--- src/rtl/led_panel_bcm.sv ---
// rtl/led_panel_bcm.sv - LED matrix panel scanner with binary-coded-modulation bit-planes
// Macro LED_PANEL_BCM_EN enables PLANES weighted bit-planes; undefined scans a single MSB plane.
module led_panel_bcm #(
  parameter int COLS       = 64,
  parameter int ROW_BITS   = 6,
  parameter int PLANES     = 4,
  parameter int PAUSE_BASE = 256
) (
  input  logic                clk,
  input  logic                reset,
  input  logic [ROW_BITS-1:0] rowmax_in,
  input  logic [1:0]          mode_in,
  output logic                red_out,
  output logic                green_out,
  output logic                blue_out,
  output logic                sclk_out,
  output logic                latch_out,
  output logic                blank_out,
  output logic                aclk_out,
  output logic                arst_out,
  output logic                frame_out
);

  localparam int CW = $clog2(COLS + 1);
  localparam int PW = (PLANES > 1) ? $clog2(PLANES) : 1;

  typedef enum logic [2:0] {
    S_FIRSTCOL, S_CLK_LO, S_CLK_HI, S_LATCH, S_UNBLANK, S_PAUSE, S_NEXTROW
  } state_t;

  state_t              state_q, state_d;
  logic [CW-1:0]       col_q;
  logic [ROW_BITS-1:0] row_q;
  logic [PW-1:0]       p_q;
  logic [1:0]          mode_q;
  logic [31:0]         cnt_q;
  logic                last_col, pause_done, last_plane;

  logic [2:0] rgb_q, rgb_d;
  logic       sclk_d, latch_d, blank_d, aclk_d, arst_d, frame_d;

  logic              half;
  logic [PLANES-1:0] ones, r_int, g_int, b_int;
  logic [2:0]        sel;
  logic [PW-1:0]     bit_idx;
  logic [2:0]        pix;

  assign last_col   = (col_q == CW'(COLS - 1));
  assign pause_done = (cnt_q == 32'd0);

`ifdef LED_PANEL_BCM_EN
  assign last_plane = (p_q == PW'(PLANES - 1));
  assign bit_idx    = p_q;
`else
  assign last_plane = 1'b1;
  assign bit_idx    = PW'(PLANES - 1);
`endif

  always_ff @(posedge clk) begin
    if (!reset) state_q <= S_FIRSTCOL;
    else        state_q <= state_d;
  end

  always_comb begin
    state_d = state_q;
    case (state_q)
      S_FIRSTCOL: state_d = S_CLK_LO;
      S_CLK_LO:   state_d = S_CLK_HI;
      S_CLK_HI:   state_d = last_col ? S_LATCH : S_CLK_LO;
      S_LATCH:    state_d = S_UNBLANK;
      S_UNBLANK:  state_d = S_PAUSE;
      S_PAUSE:    if (pause_done) state_d = last_plane ? S_NEXTROW : S_FIRSTCOL;
      S_NEXTROW:  state_d = S_FIRSTCOL;
      default:    state_d = S_FIRSTCOL;
    endcase
  end

  // Test-pattern intensities; the lower half is shifted while sclk is low.
  always_comb begin
    half  = (state_q == S_CLK_LO);
    ones  = '1;
    sel   = 3'(col_q >> 3);
    r_int = '0;
    g_int = '0;
    b_int = '0;
    case (mode_q)
      2'd0: begin
        r_int = ones; g_int = ones; b_int = ones;
      end
      2'd1: begin
        if (col_q[0] ^ row_q[0] ^ half) begin
          r_int = ones; g_int = ones; b_int = ones;
        end
      end
      2'd2: begin
        r_int = PLANES'(col_q);
        g_int = PLANES'(row_q);
        b_int = half ? ones : '0;
      end
      default: begin
        r_int = sel[2] ? ones : '0;
        g_int = sel[1] ? ones : '0;
        b_int = sel[0] ? ones : '0;
      end
    endcase
    pix = {r_int[bit_idx], g_int[bit_idx], b_int[bit_idx]};
  end

  // Outputs register the action of the current state, so they lag it by one cycle.
  always_comb begin
    rgb_d   = rgb_q;
    sclk_d  = sclk_out;
    latch_d = latch_out;
    blank_d = blank_out;
    aclk_d  = aclk_out;
    arst_d  = arst_out;
    frame_d = frame_out;
    case (state_q)
      S_FIRSTCOL: begin
        blank_d = 1'b1; latch_d = 1'b1; sclk_d = 1'b0;
        aclk_d  = 1'b0; arst_d  = 1'b0; frame_d = 1'b0;
      end
      S_CLK_LO: begin
        sclk_d = 1'b0; rgb_d = pix;
      end
      S_CLK_HI: begin
        sclk_d = 1'b1; rgb_d = pix;
      end
      S_LATCH: begin
        sclk_d = 1'b0; latch_d = 1'b0;
      end
      S_UNBLANK: begin
        latch_d = 1'b1; blank_d = 1'b0;
      end
      S_PAUSE: begin
        if (pause_done) blank_d = 1'b1;
      end
      S_NEXTROW: begin
        if (row_q >= rowmax_in) begin
          arst_d = 1'b1; frame_d = 1'b1;
        end else begin
          aclk_d = 1'b1;
        end
      end
      default: ;
    endcase
  end

  always_ff @(posedge clk) begin
    if (!reset) begin
      rgb_q     <= 3'b000;
      sclk_out  <= 1'b0;
      latch_out <= 1'b1;
      blank_out <= 1'b1;
      aclk_out  <= 1'b0;
      arst_out  <= 1'b1;
      frame_out <= 1'b0;
    end else begin
      rgb_q     <= rgb_d;
      sclk_out  <= sclk_d;
      latch_out <= latch_d;
      blank_out <= blank_d;
      aclk_out  <= aclk_d;
      arst_out  <= arst_d;
      frame_out <= frame_d;
    end
  end

  assign red_out   = rgb_q[2];
  assign green_out = rgb_q[1];
  assign blue_out  = rgb_q[0];

  always_ff @(posedge clk) begin
    if (!reset) begin
      col_q  <= '0;
      row_q  <= '0;
      p_q    <= '0;
      mode_q <= 2'd0;
      cnt_q  <= 32'd0;
    end else begin
      case (state_q)
        S_FIRSTCOL: begin
          col_q  <= '0;
          mode_q <= mode_in;
        end
        S_CLK_HI:  col_q <= col_q + CW'(1);
        S_UNBLANK: cnt_q <= (32'(PAUSE_BASE) << p_q) - 32'd1;
        S_PAUSE: begin
          if (!pause_done)      cnt_q <= cnt_q - 32'd1;
          else if (!last_plane) p_q   <= p_q + PW'(1);
          else                  p_q   <= '0;
        end
        S_NEXTROW: row_q <= (row_q >= rowmax_in) ? '0 : row_q + ROW_BITS'(1);
        default: ;
      endcase
    end
  end

endmodule

--- config.mk ---
export PLATFORM = sky130hd
export DESIGN_NAME = led_panel_bcm
export DESIGN_NICKNAME = d
export VERILOG_FILES = /design/src/rtl/led_panel_bcm.sv
export SDC_FILE = /design/constraint.sdc
export NUM_CORES = 1
export LEC_CHECK = 0
export ABC_AREA = 1
export BUFFER_PORTS_ARGS = -buffer_cell sky130_fd_sc_hd__buf_2
export CAP_MARGIN = 10
export CORE_MARGIN = 2
export CORE_UTILIZATION = 40
export CTS_BUF_LIST = sky130_fd_sc_hd__clkbuf_2 sky130_fd_sc_hd__clkbuf_4 sky130_fd_sc_hd__clkbuf_8
export CTS_CLUSTER_SIZE = 40
export DETAILED_ROUTE_END_ITERATION = 16
export MAX_ROUTING_LAYER = met4
export SYNTH_ARGS = -nofsm -noshare
export SYNTH_HDL_FRONTEND = slang
export SYNTH_SLANG_ARGS = --single-unit
--- constraint.sdc ---
create_clock -name clk -period 2 [get_ports clk]
set_input_delay 0.1 -clock clk [delete_from_list [all_inputs] [get_ports clk]]
set_output_delay 0.1 -clock clk [all_outputs]
set_load 0.05 [all_outputs]
==> impl_metrics.yaml <==
routing:
  wirelength_mm: 8.740
  dr_total_vias: 3462
  ant_nets: 0
  drt_iter0_drc: 199
  avgViaCountPerCell: 5.069
  drc_errors: 0
  met3_length_um: 385
  highest_layer: "met4"
  met1_length_mm: 3.774
  dr.pass1.iters: 4
  route.met2.wl_mm: 4.512
  wl_per_cell_um: 12.80
final_layout:
  final_nets: 592
  layout-drive-gt1-share_pct: 11.59
  final_cell_mix: "nand2_1 (137), nor2_1 (110), dfxtp_1 (59)"
  layout_commonest_cell: "nand2_1"
  nFillCells: 910
  multiInputGateArea_sq_mm: 0.001986
  syn_to_final_growth_pct: 15.25
  seq_area_sq_mm: 0.001181
  num_antenna_cells: 0
  post-route-cell-area_sq_mm: 0.003943
  finalNonFillerCells: 683
  final_util_pct: 47.74
floorplan:
  start_util_pct: 41.42
  ios: 19
  dieArea_sq_mm: 0.009307
  dieHeight_um: 96.48
  die_w_um: 96.48
  std_cell_rows: 33
  core_sq_mm: 0.008258
critical_path:
  required_ps: 2230
  r2r-end: "cnt_q[26]$_SDFFE_PN0P_"
  arrival_ps: 2070
  r2r-start: "cnt_q[0]$_SDFFE_PN0P_"
  critPathMaxFanout: 29
  ff2ff_path_depth: 12
  cp-end-kind: "flop"
  critPathKind: "flop to flop"
  startpoint: "cnt_q[0]$_SDFFE_PN0P_"
  rrSetupSlack_ps: 160
  start_kind: "flop"
global_routing:
  grt_pass1_vias: 3251
  grt_max_degree: 34
  grt_pass1_wl_mm: 14.66
  grt.total_usage_pct: 21.02
  overflow: 0
  antenna_found_initial: 0
synth:
  ys_types: 31
  ys_seq_elements: 59
  syn_area_sq_mm: 0.003421
  yosys_warnings: 0
  synth_cells: 539
  synth_seq_area_share_pct: 34.53
  synth_area_leaders: "dfxtp_1 (35%), nand2_1 (15%), nor2_1 (12%), a21oi_1 (6.7%), inv_1 (5.2%)"
  synth_area_per_cell_sq_um: 6.347
  async_flop_share_pct: 0
  syn-num-nets: 558
  synth_edf_count: 0
  synth.largest_area_cell: "dfxtp_1"
  synth.top_cell.area_share_pct: 34.53
  synth_ff_type: "dfxtp_1"
hold_path:
  min_from: "reset"
  hold_end: "latch_out$_SDFFE_PN1P_"
  whs_path_depth: 2
  hp-class: "primary input to flop"
power:
  pwr-share-clk_pct: 38.2
  power_frac_seq_pct: 42.9
  pwr-share-comb_pct: 18.9
  p_per_area_mw_per_mm2: 727.7
  intPower_w: 0.001974
  p_leak_nw: 1.824
  switching_share_pct: 31.18
  p_sw_w: 0.0008945
  ir_drop_v: 0.0004304
clock_network:
  cts_tree: "done"
  root_buffer: "clkbuf_8"
  clock_path_buffers: 2
  clk_pin_slew_worst_paths_ps: 70
  clkSinkCount: 59
  h-tree-depth: 3
  clk_latency_ps: 340
  cts-buffers-inserted: 9
sta:
  drv_slew: 0
  setup_violations: 0
  clock_skew_ps: 6.342
  min_period_over_period_pct: 91.86
  finalHoldViolCount: 0
  max_freq_ghz: 0.5443
  period_minus_slack_ps: 1837
  rsz0062_at_grt: "false"
  max_slew_margin_pct: 63.56
  setup_tns_ps: 0
  tightest_slew_ps: 542.5
status:
  outcome: "complete, no violations"
placed_design:
  placed_cells: 665
  placed_cell_area_sq_mm: 0.003716
  gp_congestion: 0.9005
  portBuffers: 18
  hpwl_mm: 6.364
run:
  cap_violations: 0
-- kinds of logic (layout without fill, tap and decap cells) --
logic type / after synthesis / after routing / synth area share (%)
simple gates: 303 / 303 / 36.72
compound gates: 86 / 86 / 13.17
flops: 59 / 59 / 34.53
xor+xnor: 18 / 18 / 4.609
fa+ha+maj: 9 / 9 / 3.292
buf+inv: 64 / 103 / 7.681
-- power by group through the flow --
stage               clock (W)  combinational [W]  sequential (W)
detailed placement          0           0.000538         0.00126
finish                0.00110           0.000542         0.00123
floorplan                   0           0.000368         0.00130
global route          0.00118           0.000615         0.00124
global placement            0           0.000527         0.00126
CTS                   0.00114           0.000544         0.00123
-- stage by stage --
| stage | hold WS (ps) | total power, W | setup WS, ps |
|---|---|---|---|
| after floorplan | 234.9 | 0.001666 | 279.2 |
| after global placement | 324.6 | 0.001784 | 210.4 |
| after detailed placement | 330.9 | 0.001796 | 133.4 |
| after CTS | 63.49 | 0.002911 | 122.2 |
| after global routing | 85.81 | 0.003033 | 7.564 |
| final | 65.45 | 0.002869 | 162.9 |
-- how the worst max path moves through the flow --
stage | to | cells after the start
floorplan | cnt_q[1]$_SDFFE_PN0P_ | 10
global placement | cnt_q[28]$_SDFFE_PN0P_ | 12
detailed placement | cnt_q[26]$_SDFFE_PN0P_ | 12
CTS | cnt_q[26]$_SDFFE_PN0P_ | 12
global route | cnt_q[11]$_SDFFE_PN0P_ | 11
finish | cnt_q[26]$_SDFFE_PN0P_ | 12
-- flip-flops by register name, indices dropped and copies added, names as in the netlist --
register	count
row_q	6
mode_q	2
sclk_out	1
cnt_q	32
col_q	7
arst_out	1
blank_out	1
state_q	3
aclk_out	1
latch_out	1
frame_out	1
rgb_q	3
-- worst max-delay path, stage by stage (launching register included) --
cell	delay (ps)
dfxtp_1	320
inv_1	70
ha_2	200
nand2_2	110
nor2_4	180
nand2_2	90
nor2_2	160
nor2_2	100
nor2_4	110
buf_12	180
nor2_1	70
nor2_1	90
nor2_1	40
-- final cells by class --
cell class                      instances  area share [%]
Timing Repair Buffer                   36           6.474
Tap cell                              105           3.332
Clock buffer                           10           3.332
Sequential cell                        59           29.96
Multi-Input combinational cell        416           50.36
Clock inverter                          6           1.682
Inverter                               51           4.856
-- what timing repair did --
| item | CTS | global route |
|---|---|---|
| hold buffers | 2 | 0 |
| hold endpoints to repair | 2 | 0 |
| gates resized for setup | 0 | 4 |
| endpoints found under the setup margin | 0 | 5 |
| setup buffers | 0 | 0 |
-- cells in the mapped netlist (all sizes together) (8+ instances only) --
| cell | instances |
|---|---|
| nand2 | 139 |
| nand3 | 27 |
| buf | 8 |
| xor2 | 13 |
| dfxtp | 59 |
| ha | 9 |
| a21oi | 46 |
| inv | 50 |
| nand4 | 10 |
| o21ai | 31 |
| nor2 | 118 |
-- metal layers --
metal	global-route usage, %	vias up
met5	-	-
met1	23.82	1576
li1	-	1803
met3	4.732	8
met4	4.695	0
met2	37.85	75
(Power assumes the default switching activity.)
